$ cat src/rtl/cp0_exception_ctrl_if.sv
// Bundle between the CP0 exception controller and its neighbours: the core
// (instruction-boundary handshake, PC redirect) and the single-port CP0 register file.
//   slave  : the controller side (takes core/CP0 inputs, drives CP0 port and redirect)
//   master : the core + CP0 register file side
interface cp0_exception_ctrl_if #(
  parameter int unsigned NUM_INT = 6
);
  localparam int unsigned DW = 32;
  localparam int unsigned RW = 5;

  logic [NUM_INT-1:0] int_req;
  logic               instr_done;
  logic [DW-1:0]      next_pc;
  logic               eret_req;
  logic [DW-1:0]      cp0_dout;
  logic [RW-1:0]      cp0_regnum;
  logic [DW-1:0]      cp0_din;
  logic               cp0_wen;
  logic               cp0_busy;
  logic               pc_redirect;
  logic [DW-1:0]      redirect_pc;

  modport slave (
    input  int_req, instr_done, next_pc, eret_req, cp0_dout,
    output cp0_regnum, cp0_din, cp0_wen, cp0_busy, pc_redirect, redirect_pc
  );

  modport master (
    output int_req, instr_done, next_pc, eret_req, cp0_dout,
    input  cp0_regnum, cp0_din, cp0_wen, cp0_busy, pc_redirect, redirect_pc
  );
endinterface

$ cat src/rtl/cp0_exception_ctrl.sv
// Interrupt entry / ERET exit sequencer for the multicycle MIPS core.
// Walks the single-port CP0 register file (Status=12, Cause=13, EPC=14) through
// read-modify-write steps while holding the core with cp0_busy, then pulses
// pc_redirect for one cycle with the target in redirect_pc.
// Ports:
//   clk, rst_n        clock, asynchronous active-low reset
//   bus (slave)       int_req/instr_done/next_pc/eret_req from the core,
//                     cp0_dout from CP0; drives cp0_regnum/cp0_din/cp0_wen,
//                     cp0_busy, pc_redirect, redirect_pc
module cp0_exception_ctrl #(
  parameter logic [31:0] VECTOR  = 32'h0000_4180,
  parameter int unsigned NUM_INT = 6
) (
  input  logic                 clk,
  input  logic                 rst_n,
  cp0_exception_ctrl_if.slave  bus
);

  localparam int unsigned DW     = 32;
  localparam int unsigned RW     = 5;
  localparam int unsigned IP_LSB = 10;

  localparam logic [RW-1:0] REG_STATUS = RW'(12);
  localparam logic [RW-1:0] REG_CAUSE  = RW'(13);
  localparam logic [RW-1:0] REG_EPC    = RW'(14);
  localparam logic [DW-1:0] EXL_MASK   = DW'(2);

  typedef enum logic [2:0] {
    IDLE    = 3'd0,
    CHK     = 3'd1,
    I_EPC   = 3'd2,
    I_CAUSE = 3'd3,
    I_ST    = 3'd4,
    E_ST    = 3'd5,
    E_EPC   = 3'd6,
    JUMP    = 3'd7
  } state_t;

  state_t             state_q, state_d;
  logic [NUM_INT-1:0] ip_q, ip_d;
  logic [DW-1:0]      epc_q, epc_d;
  logic [DW-1:0]      redir_q, redir_d;

  logic [RW-1:0]      regnum_c;
  logic [DW-1:0]      din_c;
  logic               wen_c;
  logic               redirect_c;

  // Status fields seen through cp0_dout while Status is selected (CHK)
  logic               st_ie, st_exl, int_pending;

  assign st_ie       = bus.cp0_dout[0];
  assign st_exl      = bus.cp0_dout[1];
  assign int_pending = |(ip_q & bus.cp0_dout[IP_LSB +: NUM_INT]);

  // State and capture registers
  always_ff @(posedge clk or negedge rst_n) begin
    if (!rst_n) begin
      state_q <= IDLE;
      ip_q    <= '0;
      epc_q   <= '0;
      redir_q <= '0;
    end else begin
      state_q <= state_d;
      ip_q    <= ip_d;
      epc_q   <= epc_d;
      redir_q <= redir_d;
    end
  end

  // Next-state, capture and CP0 port decode
  always_comb begin
    state_d    = state_q;
    ip_d       = ip_q;
    epc_d      = epc_q;
    redir_d    = redir_q;
    regnum_c   = '0;
    din_c      = '0;
    wen_c      = 1'b0;
    redirect_c = 1'b0;

    case (state_q)
      IDLE: begin
        // ERET has priority over an interrupt arriving at the same boundary
        if (bus.instr_done) begin
          if (bus.eret_req) begin
            state_d = E_ST;
          end else if (|bus.int_req) begin
            ip_d    = bus.int_req;
            epc_d   = bus.next_pc;
            state_d = CHK;
          end
        end
      end
      CHK: begin
        // A rejected interrupt is simply dropped; it is re-sampled next boundary
        regnum_c = REG_STATUS;
        if (st_ie && !st_exl && int_pending) state_d = I_EPC;
        else                                 state_d = IDLE;
      end
      I_EPC: begin
        regnum_c = REG_EPC;
        wen_c    = 1'b1;
        din_c    = epc_q;
        state_d  = I_CAUSE;
      end
      I_CAUSE: begin
        // Cause holds the captured lines unmasked, ExcCode stays 0 (Int)
        regnum_c = REG_CAUSE;
        wen_c    = 1'b1;
        din_c    = DW'(ip_q) << IP_LSB;
        state_d  = I_ST;
      end
      I_ST: begin
        regnum_c = REG_STATUS;
        wen_c    = 1'b1;
        din_c    = bus.cp0_dout | EXL_MASK;
        redir_d  = VECTOR;
        state_d  = JUMP;
      end
      E_ST: begin
        regnum_c = REG_STATUS;
        wen_c    = 1'b1;
        din_c    = bus.cp0_dout & ~EXL_MASK;
        state_d  = E_EPC;
      end
      E_EPC: begin
        regnum_c = REG_EPC;
        redir_d  = bus.cp0_dout;
        state_d  = JUMP;
      end
      JUMP: begin
        redirect_c = 1'b1;
        state_d    = IDLE;
      end
      default: state_d = IDLE;
    endcase
  end

  assign bus.cp0_regnum  = regnum_c;
  assign bus.cp0_din     = din_c;
  assign bus.cp0_wen     = wen_c;
  assign bus.cp0_busy    = (state_q != IDLE);
  assign bus.pc_redirect = redirect_c;
  assign bus.redirect_pc = redir_q;

endmodule

$ cat src/flat_wrapper.sv
// flat-port wrapper written by rule: the top's interface ports become plain ports
module cp0_exception_ctrl_flat 
#(
  parameter logic [31:0] VECTOR  = 32'h0000_4180,
  parameter int unsigned NUM_INT = 6
)
  (clk, rst_n, bus_int_req, bus_instr_done, bus_next_pc, bus_eret_req, bus_cp0_dout, bus_cp0_regnum, bus_cp0_din, bus_cp0_wen, bus_cp0_busy, bus_pc_redirect, bus_redirect_pc);
  cp0_exception_ctrl_if #(.NUM_INT(NUM_INT)) bus_i ();
  input  logic clk;
  input  logic rst_n;
  input wire logic [$bits(bus_i.int_req)-1:0] bus_int_req;
  input wire logic [$bits(bus_i.instr_done)-1:0] bus_instr_done;
  input wire logic [$bits(bus_i.next_pc)-1:0] bus_next_pc;
  input wire logic [$bits(bus_i.eret_req)-1:0] bus_eret_req;
  input wire logic [$bits(bus_i.cp0_dout)-1:0] bus_cp0_dout;
  output wire logic [$bits(bus_i.cp0_regnum)-1:0] bus_cp0_regnum;
  output wire logic [$bits(bus_i.cp0_din)-1:0] bus_cp0_din;
  output wire logic [$bits(bus_i.cp0_wen)-1:0] bus_cp0_wen;
  output wire logic [$bits(bus_i.cp0_busy)-1:0] bus_cp0_busy;
  output wire logic [$bits(bus_i.pc_redirect)-1:0] bus_pc_redirect;
  output wire logic [$bits(bus_i.redirect_pc)-1:0] bus_redirect_pc;
  assign bus_i.int_req = bus_int_req;
  assign bus_i.instr_done = bus_instr_done;
  assign bus_i.next_pc = bus_next_pc;
  assign bus_i.eret_req = bus_eret_req;
  assign bus_i.cp0_dout = bus_cp0_dout;
  assign bus_cp0_regnum = bus_i.cp0_regnum;
  assign bus_cp0_din = bus_i.cp0_din;
  assign bus_cp0_wen = bus_i.cp0_wen;
  assign bus_cp0_busy = bus_i.cp0_busy;
  assign bus_pc_redirect = bus_i.pc_redirect;
  assign bus_redirect_pc = bus_i.redirect_pc;
  cp0_exception_ctrl #(.VECTOR(VECTOR), .NUM_INT(NUM_INT)) u_core (.clk(clk), .rst_n(rst_n), .bus(bus_i));
endmodule
$ cat config.mk
export PLATFORM = sky130hd
export DESIGN_NAME = cp0_exception_ctrl_flat
export DESIGN_NICKNAME = d
export VERILOG_FILES = /design/src/rtl/cp0_exception_ctrl_if.sv /design/src/rtl/cp0_exception_ctrl.sv /design/src/flat_wrapper.sv
export SDC_FILE = /design/constraint.sdc
export NUM_CORES = 1
export LEC_CHECK = 0
export BUFFER_PORTS_ARGS = -buffer_cell sky130_fd_sc_hd__buf_2
export CAP_MARGIN = 5
export CORE_MARGIN = 10
export CORE_UTILIZATION = 45
export DETAILED_ROUTE_END_ITERATION = 8
export GPL_TIMING_DRIVEN = 0
export PLACE_DENSITY = 0.77
export SLEW_MARGIN = 20
export SYNTH_ARGS = -nofsm -noshare
export SYNTH_HDL_FRONTEND = slang
export SYNTH_SLANG_ARGS = --single-unit
$ cat constraint.sdc
create_clock -name clk -period 2.2 [get_ports clk]
set_clock_uncertainty 0.1 [all_clocks]
set_input_delay 0.22 -clock clk [delete_from_list [all_inputs] [get_ports clk]]
set_output_delay 0.22 -clock clk [all_outputs]
set_load 0.02 [all_outputs]
Word level (Yosys, flattened, before mapping)
Cells that the tools add are included.
{"block": "totals", "reg_bits": 73, "out_inout_bits": 72, "wordCells": 39}
{"block": "op_classes", "n_eq_ne": 9, "mux": 10, "n_bitwise": 2, "reduce_logical": 14}
{"op": "$pmux 32 s4", "count": 1}
{"op": "$pmux 32 s2", "count": 1}
{"op": "$pmux 3 s7", "count": 1}
{"op": "$eq 3x3->1 const B", "count": 4}
{"op": "$pmux 4 s3", "count": 1}
{"op": "$reduce_or 6->1", "count": 2}
{"op": "$mux 3", "count": 3}
{"op": "$and 6x6->6", "count": 1}
{"op": "$eq 3x2->1 const B", "count": 2}
{"op": "$reduce_and 4->1", "count": 1}
{"op": "$reduce_or 2->1", "count": 2}
{"op": "$reduce_or 4->1", "count": 1}
{"op": "$eq 3x1->1 const B", "count": 1}
{"op": "$logic_not 3->1", "count": 1}
{"op": "$ne 3x2->1 const B", "count": 1}
{"op": "$reduce_bool 3->1", "count": 1}
{"op": "$reduce_or 3->1", "count": 1}
{"op": "$logic_and 1x1->1", "count": 2}
{"op": "$mux 1", "count": 2}
{"op": "$mux 2", "count": 1}
{"op": "$ne 2x2->1 const B", "count": 1}
{"op": "$reduce_and 2->1", "count": 1}
{"op": "$reduce_bool 2->1", "count": 1}
{"op": "$logic_not 1->1", "count": 1}
{"op": "$not 1->1", "count": 1}

Longest topological paths before layout
Gate-level depths: netlist of the first run.
{"block": "logic_depth", "word_depth": 5, "depth_mapped": 6, "mapped_depth_nobuf": 3}

Least setup slack after synthesis of the first run
No wires, ideal clock.
{"block": "synth_path", "path_kind": "register to output", "start": "register u_core.state_q[1]", "end": "output port bus_cp0_din[0]", "arrival_time_ps": 1673, "t_required_ps": 1880, "slack_ps": 207, "stages_incl_launch_ff": 6, "path_cell_list": "dfrtp_1 -> clkbuf_1 -> inv_1 -> nor3_1 -> clkbuf_1 -> a22o_1"}
{"block": "synth_between", "elab_chain_len": 2, "elab_cells_between_ends": 5, "cone_classes": "4 x eq/ne; 1 x mux"}
{"element": "from (decl)", "line": "cp0_exception_ctrl.sv:39", "rtl": "state_t state_q, state_d;"}
{"element": "from (signal assigned)", "line": "cp0_exception_ctrl.sv:64", "rtl": "state_q <= state_d;"}
{"element": "$eq 3x3->1 / $eq 3x2->1 (equally long branches)", "line": "cp0_exception_ctrl.sv:82", "rtl": "case (state_q)"}
{"element": "$pmux 32 s4 *", "line": "cp0_exception_ctrl.sv:82"}
{"element": "to (decl)", "line": "flat_wrapper.sv:17", "rtl": "output wire logic [$bits(bus_i.cp0_din)-1:0] bus_cp0_din;"}
Every way passes the cells marked *; elsewhere a longest branch is shown, timed or not.

Worst setup path in the final report of the first run
{"block": "layout_path", "start": "register u_core.state_q[0]", "end": "output port bus_cp0_regnum[3]"}
{"block": "layout_between", "elab_chain_len": 3, "elab_cells_between_ends": 9, "cone_classes": "6 x eq/ne; 1 x mux; 2 x reduce/logical"}
{"element": "$eq 3x3->1 (tied with other cells)", "line": "cp0_exception_ctrl.sv:82"}
{"element": "$reduce_or 3->1 (no line) / $reduce_or 2->1 (equally long branches)"}
{"element": "$pmux 4 s3 *", "line": "cp0_exception_ctrl.sv:82"}
{"element": "to (decl)", "line": "flat_wrapper.sv:16", "rtl": "output wire logic [$bits(bus_i.cp0_regnum)-1:0] bus_cp0_regnum;"}
Marks and branches as above.

==> impl_metrics.toml, run 1 <==
[clock_network]
clk_pin_slew_worst_paths_ns = 0.07
cts_buffers = 9
cts.sinks = 73
cts_buffer_depth = 2
htreeDepth = 3
cts_tree = "yes"
cts_root_buf = "clkbuf_8"
insertion_delay_ns = 0.34

[final_layout]
num-fill-cells = 598
finalNetCount = 490
fin_cells = 517
fin_area_sq_mm = 0.00454
antenna_cells = 0
drive_above_1_share_pct = 51.5
syn_to_final_growth_pct = 39.5

[synth]
ys_seq_elements = 73
synthFlopType = "dfrtp_1"
synth_cells = 245
ys_seq_area_share_pct = 56.1
ys_types = 33
yosys_warnings = 0
synth_edf_count = 0
synth_area_per_cell_sq_um = 13.3
netlist_area_sq_mm = 0.00326
synth_nets = 319
async_reset_ff_share_pct = 100

[place]
dpl.cell_count = 486
hpwl_um = 7770
placed_area_sq_mm = 0.00412
gp_congestion = 0.780
io_buffers = 144

[floorplan]
dieArea_sq_mm = 0.0110
core_sq_mm = 0.00691
start_util_pct = 47.2
fp.dieH_um = 105
die_w_um = 105
pin_count = 146
row_count = 30

[timing]
period_minus_slack_ns = 2.09
tightest_slew_ns = 0.545
setup_violations = 0
rsz0062_at_grt = "no"
fmax_mhz = 478
hold_viol = 0
finalCritPeriodShare_pct = 95.2
slew-limit-headroom_pct = 63.7
drv_slew = 0

[global_routing]
grt_pass1_wl_um = 16300
grt_pass1_vias = 3080
grt_util_all_layers_pct = 18.3
grt-ovfl-total = 0
antenna_found_initial = 0
grt_max_degree = 38

[critical_path]
end_kind = "primary output"
crit_type = "reg -> out"
worst-r2r-setup-slack_ns = 0.16
crit_top_cell = "buf_2"
crit_path_max_incr_delay_ns = 0.53
crit_chain = "buf_2 -> and3_1 -> nor2_1 -> buf_4 -> buf_2"
r2r_cells = 5
worstPathArrival_ns = 1.77
cp_max_fo = 10
crit_path_top_delay_cell = "dfrtp_1"
critPathRequiredTime_ns = 1.88
start_kind = "register"

[power_and_ir_drop]
power_uw = 6790
leakagePower_uw = 0.00236
vdd_drop_max_mv = 0.749
p_per_area_mw_per_mm2 = 1490

[drt]
vias = 2791
routed_wl_um = 10300
remaining_drc_errors = 0
ant_nets = 0
vias_per_cell = 5.40
drt-initial-drc-count = 98
dr.pass1.iters = 5
wl_per_cell_um = 20.0

[run_status]
status = "finished, final reports clean"

[run]
cap_violations = 0

[min_path]
hold_class = "in -> reg"
min_path_cells = 2
[per-layer routing]
layer,up-vias,routed length [um],global-route usage (%)
met1,1376,4290,21.4
met2,131,4840,29.6
met5,-,0,0
met3,16,1030,7.25
met4,0,165,6.37
li1,1268,-,-
[flip-flops by register name, summed over array words and instances (netlist names)]
signal / cells
u_core.bus.redirect_pc: 32
u_core.state_q: 3
u_core.epc_q: 32
u_core.ip_q: 6
[per-stage QoR]
| step | hold slack, ns | setup TNS (ns) | setup slack, ns | util, % |
|---|---|---|---|---|
| global placement | 0.351 | -9.17 | -0.463 | 59.3 |
| finish | 0.0169 | 0 | 0.106 | 65.8 |
| floorplan | -0.176 | 0 | 0.207 | - |
| detailed placement | 0.111 | -12.98 | -0.590 | 59.7 |
| CTS | 0.00132 | 0 | 0.0156 | 65.7 |
| global route | 0.00770 | 0 | 0.00801 | 65.8 |
[cell families after synthesis]
logic type / after synthesis / synth area share (%)
AND/OR/NAND/NOR: 28 / 4.34
buffers and inverters: 26 / 4.03
other: 1 / 0.115
multiplexers: 42 / 16.4
AO/OA/AOI/OAI: 75 / 19.1
flip-flops: 73 / 56.1
[cells in the mapped netlist (all sizes together) (2+ instances only)]
cell type   n  area share, %
inv         4           0.46
a22o       54             15
a21oi       2           0.31
mux2i       6            1.8
clkbuf     13            1.5
nand2b      2           0.38
nand2      11            1.3
buf         9            2.1
o22a        3           0.81
nor2b       4           0.77
o21ai       6           0.92
o2bb2ai     2           0.54
nor2        2           0.23
dfrtp      73             56
and2        2           0.38
mux2       36             15
nor3        2           0.31
a22oi       3           0.69
[worst max-delay path: cells and delay by family, from the launching register on]
family / cells / cell delay, ns
buffers and inverters: 3 / 0.61
flip-flops: 1 / 0.53
AND/OR/NAND/NOR: 2 / 0.30
[worst paths after layout]
kind                                      startpoint                    endpoint
max in group asynchronous                      rst_n           u_core.state_q[2]
max reg2reg                        u_core.state_q[0]            u_core.epc_q[16]
min in group asynchronous                      rst_n  u_core.bus.redirect_pc[28]
min reg2reg                u_core.bus.redirect_pc[8]   u_core.bus.redirect_pc[8]
max                                u_core.state_q[0]           bus_cp0_regnum[3]
min                                   bus_next_pc[2]             u_core.epc_q[2]
[cell type report]
class	count	area [sq um]	area share, %
inverters	4	15.0	0.330
multi-input cells	146	1320	29.0
clock inverters	5	78.8	1.73
repair buffers	162	911	20.0
clock buffers	11	141	3.11
flip-flops and latches	73	1830	40.3
plain buffers	20	130	2.86
well taps	96	120	2.64
[cells in the final DEF, fill, tap and decap left out, drive strengths merged]
master / count
nand3: 1
clkbuf: 22
and3: 1
a22o: 54
nor3: 2
bufinv: 2
clkinv: 3
o41ai: 1
dlygate4sd3: 16
nor4: 1
nand2: 11
buf: 155
o22a: 3
mux2: 36
a22oi: 3
dfrtp: 73
nand2b: 2
a211o: 1
or4: 1
nor2: 2
o221ai: 1
and2: 2
a21oi: 2
o311a: 1
nand3b: 1
o21ai: 6
conb: 1
inv: 4
o2bb2ai: 2
nor2b: 4
mux2i: 6
a31oi: 1
[power by group]
part	switching [uW]	internal, uW
clock	473	668
combinational	1870	1450
sequential	399	1930
total	2740	4040
[repair_timing]
action	CTS	global route
setup buffers	1	0
pin swaps	1	0
hold buffers	16	0
setup endpoints to repair	63	30
resized for setup	15	3
hold endpoints to repair	51	0
(Power assumes the default switching activity.)
==> inputs of run 2 (changes only) <==
CORE_UTILIZATION = 47   (was 45)
PLACE_DENSITY = 0.8   (was 0.77)
==> run 2 against run 1 <==
Global-route usage rose by 1.4 points. Worst hold slack got worse by 0.0032 ns. Fmax fell by 2.6%. Worst setup slack got worse by 0.055 ns. Register-to-register slack barely moved. Critical path type is now in -> reg. Largest cell class unchanged. Largest power group unchanged.
==> impl_metrics.toml, run 2 (same netlist as run 1, synthesis figures left out) <==
[run_status]
status = "finished, final reports clean"

[timing]
fmax_mhz = 465
rsz0062_at_grt = "no"
finalCritPeriodShare_pct = 97.7
setup_violations = 0
tightest_slew_ns = 0.549
drv_slew = 0
slew-limit-headroom_pct = 63.4
hold_viol = 0
setup_ws_ns = 0.0503
whs_ns = 0.0138
period_minus_slack_ns = 2.15

[critical_path]
crit_top_cell = "buf_6"
r2r-end = "u_core.epc_q[25]"
start_kind = "input pin"
worstPathArrival_ns = 2.27
r2r_start = "u_core.state_q[0]"
r2r_cells = 5
worst-r2r-setup-slack_ns = 0.17
end_kind = "register"
crit_path_top_delay_cell = "dlygate4sd3_1"
cp_max_fo = 10
critPathRequiredTime_ns = 2.32
crit_path_max_incr_delay_ns = 0.53
crit_chain = "dlygate4sd3_1 -> buf_2 -> or4_4 -> o311a_1 -> buf_6 -> buf_6 -> mux2_4"
crit_type = "in -> reg"

[place]
gp_congestion = 0.848
hpwl_um = 7570
dp_slack_ns = -0.627
placed_area_sq_mm = 0.00410
io_buffers = 144

[power_and_ir_drop]
leakagePower_uw = 0.00240
p_per_area_mw_per_mm2 = 1490
vdd_drop_max_mv = 0.764
power_uw = 6940

[floorplan]
die_w_um = 103
pin_count = 146
dieArea_sq_mm = 0.0107
start_util_pct = 48.2
row_count = 30
core_sq_mm = 0.00676
fp.dieH_um = 103

[final_layout]
seqCellArea_sq_mm = 0.00183
drive_above_1_share_pct = 50.9
multiInputGateArea_sq_mm = 0.00132
syn_to_final_growth_pct = 42.5
finalNetCount = 499
num-fill-cells = 522
antenna_cells = 0
layout_commonest_cell = "buf_2"
final_core_util_pct = 68.7
fin_area_sq_mm = 0.00464
layout_common_cells = "buf_2, dfrtp_1, a22o_1, dlygate4sd3_1"

[drt]
wl_per_cell_um = 20.7
dr.pass1.iters = 4
remaining_drc_errors = 0
vias = 2855
ant_nets = 0
drt-initial-drc-count = 91
routed_wl_um = 10600
vias_per_cell = 5.60

[global_routing]
grt_util_all_layers_pct = 19.7
grt_pass1_wl_um = 16200
grt-ovfl-total = 0
grt_pass1_vias = 3129
grt_max_degree = 39
antenna_found_initial = 0

[clock_network]
cts_buffers = 9
cts_tree = "yes"
htreeDepth = 3
cts_root_buf = "clkbuf_8"
insertion_delay_ns = 0.34
cts.sinks = 73
cts_buffer_depth = 2
clk_pin_slew_worst_paths_ns = 0.08

[run]
cap_violations = 0

[min_path]
min_path_cells = 2
hp-start = "bus_next_pc[10]"
whs_endpoint = "u_core.epc_q[10]"
hold_class = "in -> reg"
==> run 2: metal layers <==
metal / share of wire [%] / routed length (um) / vias up / GRT usage [%]
met5: 0 / 0 / - / 0
met1: 42 / 4450 / 1437 / 23.5
met2: 48 / 5050 / 133 / 33.0
met4: 0.56 / 59 / 0 / 6.20
met3: 9.5 / 1010 / 6 / 6.38
li1: - / - / 1279 / -
==> run 2: worst max-delay path by stage <==
stage	startpoint	slack (ns)	end	cells after the start
after floorplan	u_core.state_q[1]	0.21	bus_cp0_din[0]	5
after global placement	u_core.state_q[1]	-0.58	bus_cp0_din[25]	6
after detailed placement	u_core.state_q[1]	-0.63	bus_cp0_din[25]	6
after CTS	u_core.state_q[2]	0.03	bus_cp0_din[15]	6
after global routing	bus_int_req[2]	0.008	u_core.epc_q[25]	7
final	bus_int_req[2]	0.05	u_core.epc_q[25]	7
==> run 2: area by class of cell <==
cell class / count / share of cell area, %
Clock buffer: 10 / 2.75
Tap cell: 80 / 2.16
Timing Repair Buffer: 171 / 21.6
Buffer: 20 / 2.80
Sequential cell: 73 / 39.4
Multi-Input combinational cell: 146 / 28.5
Inverter: 4 / 0.323
Clock inverter: 6 / 2.51
==> run 2: power breakdown <==
group / total (uW) / switching [uW] / internal (uW)
Sequential: 2340 / 410 / 1930
Clock: 1260 / 505 / 760
Combinational: 3340 / 1880 / 1460
Total: 6940 / 2790 / 4150
==> run 2: critical path, delay by kind of cell <==
family          cells  cell delay, ns
mux                 1            0.31
simple gates        1            0.42
buf+inv             4            0.99
compound gates      1            0.32
==> run 2: through the flow <==
step / cells / setup TNS (ns)
global route: 510 / 0
global placement: 469 / -12.07
detailed placement: 470 / -13.75
finish: 510 / 0
CTS: 510 / 0
floorplan: 245 / 0
==> run 2: repair_timing <==
item	CTS	global route
buffers inserted	1	0
resized for setup	14	7
hold endpoints to repair	59	0
endpoints found under the setup margin	63	43
hold buffers	25	0
pin swaps	1	0
==> inputs of run 3 (changes only) <==
ABC_AREA = 1   (was default)
CAP_MARGIN = default   (was 5)
CORE_UTILIZATION = 48   (was 47)
==> run 3 against run 2 <==
Combinational power shrank 4%. Utilization shrank 3.7 points. Worst hold slack gained 0.0031 ns. Clock power is essentially flat.
==> impl_metrics.toml, run 3 <==
[critical_path]
cp_max_fo = 10
cp-startpoint = "u_core.state_q[0]"
start_kind = "register"
r2r_start = "u_core.state_q[2]"
end_kind = "primary output"
r2r_cells = 8
r2r-end = "u_core.epc_q[12]"
critPathRequiredTime_ns = 1.88
crit_type = "reg -> out"
worst-r2r-setup-slack_ns = 0.45
worstPathArrival_ns = 1.78

[final_layout]
final_core_util_pct = 65.0
layout_common_cells = "nand2_1, buf_2, dfrtp_1, o21ai_0"
finalNetCount = 671
drive_above_1_share_pct = 33.6
layout_commonest_cell = "nand2_1"
syn_to_final_growth_pct = 32.6
num-fill-cells = 638
fin_area_sq_mm = 0.00469
antenna_cells = 0

[clock_network]
cts_tree = "yes"
cts_root_buf = "clkbuf_8"
cts.sinks = 73
cts_buffers = 9
insertion_delay_ns = 0.35
clk_pin_slew_worst_paths_ns = 0.08
htreeDepth = 3
cts_buffer_depth = 2

[global_routing]
grt_pass1_wl_um = 18600
antenna_found_initial = 0
grt_pass1_vias = 3688
grt-ovfl-total = 0
grt_util_all_layers_pct = 20.4
grt_max_degree = 43

[drt]
wl_per_cell_um = 16.5
drt-initial-drc-count = 194
dr.pass1.iters = 5
routed_wl_um = 11600
vias_per_cell = 5.08
remaining_drc_errors = 0
vias = 3561
ant_nets = 0

[min_path]
hp-start = "bus_cp0_dout[24]"
min_path_cells = 3
whs_endpoint = "u_core.bus.redirect_pc[24]"
hold_class = "in -> reg"

[synth]
synth.most_common_cell = "nand2_1"
ys_seq_elements = 73
ys_types = 27
async_reset_ff_share_pct = 100
ys_top_cells_by_area = "dfrtp_1, nand2_1, nand4_1"
ys_seq_area_share_pct = 51.6
synth_cells = 439
yosys_warnings = 0
synth_edf_count = 0
synth_top_area_share_pct = 51.6
synth_commonest_cells = "nand2_1, dfrtp_1, o21ai_0"
synthFlopType = "dfrtp_1"
netlist_area_sq_mm = 0.00354
synth_top_cell_by_area = "dfrtp_1"
synth_area_per_cell_sq_um = 8.06
synth_nets = 513

[timing]
whs_ns = 0.0168
period_minus_slack_ns = 2.10
tns_ns = 0
finalCritPeriodShare_pct = 95.4
setup_violations = 0
rsz0062_at_grt = "yes"
fmax_mhz = 476
setup_ws_ns = 0.100
hold_viol = 0
drv_slew = 0

[power_and_ir_drop]
swShare_pct = 45.1
leakagePower_uw = 0.00263
power_frac_comb_pct = 47.5
p_seq_share_pct = 34.0
vdd_drop_max_mv = 0.540
clkPwrFrac_pct = 18.4
intPower_uw = 3720
netSwitchingPower_uw = 3050
p_per_area_mw_per_mm2 = 1440

[floorplan]
die_w_um = 106
core_sq_mm = 0.00721
fp.dieH_um = 106
dieArea_sq_mm = 0.0112
start_util_pct = 49.0
pin_count = 146
row_count = 31

[place]
dp_slack_ns = 0.240
io_buffers = 144
hpwl_um = 9280
placed_area_sq_mm = 0.00441
gp_congestion = 0.888

[run]
cap_violations = 0

[run_status]
status = "finished, final reports clean"
-- run 3: kinds of logic after synthesis --
logic type	Yosys count	share of synthesized area [%]
AO/OA/AOI/OAI	63	9.76
buffers and inverters	69	9.23
flip-flops	73	51.6
AND/OR/NAND/NOR	233	29.3
other	1	0.106
-- run 3: routing by layer --
| metal | share of wire [%] | global-route usage (%) |
|---|---|---|
| met1 | 42 | 25.2 |
| met4 | 1.7 | 7.54 |
| met5 | 0 | 0 |
| met2 | 49 | 34.3 |
| met3 | 7.2 | 4.14 |
-- run 3: worst max-delay path by stage --
| stage | to | depth (start not counted) |
|---|---|---|
| after detailed placement | bus_cp0_regnum[3] | 9 |
| after CTS | bus_cp0_din[3] | 5 |
| after global routing | bus_cp0_din[12] | 5 |
| after floorplan | bus_cp0_regnum[3] | 8 |
| final | bus_cp0_din[3] | 7 |
| after global placement | bus_cp0_regnum[3] | 9 |
-- run 3: critical path, cell delays in order, from the launching register on --
cell,delay (ns)
dfrtp_2,0.49
inv_1,0.08
nand2_1,0.11
nor2_4,0.16
buf_4,0.19
nand2_1,0.08
o21ai_0,0.12
buf_2,0.22
-- run 3: what timing repair did --
action / CTS / global route
gates resized for setup: 5 / 10
pin swaps: 0 / 0
hold endpoints to repair: 33 / 0
hold buffers: 3 / 0
setup endpoints to repair: 26 / 26
setup buffers: 0 / 0
-- run 3: layout make-up --
class                   instances  area, sq um  area share, %
flip-flops and latches         73         1830           39.0
multi-input cells             297         1400           29.7
repair buffers                148          773           16.5
plain buffers                  28          184           3.92
inverters                      40          150           3.20
clock buffers                  11          131           2.80
well taps                      99          124           2.64
clock inverters                 5          104           2.21
-- run 3: power by group through the flow --
stage	combinational, uW	clock (uW)	sequential, uW
6_report	3220	1250	2300
5_1_grt	3530	1320	2360
4_1_cts	3230	1260	2280
3_5_place_dp	3190	0	2300
3_3_place_gp	3110	0	2280
2_1_floorplan	1860	0	2450
-- run 3: metrics by stage --
| step | std cells | power [uW] |
|---|---|---|
| 3_5_place_dp | 683 | 5490 |
| 2_1_floorplan | 439 | 4310 |
| 6_report | 701 | 6770 |
| 4_1_cts | 701 | 6770 |
| 3_3_place_gp | 682 | 5390 |
| 5_1_grt | 701 | 7210 |
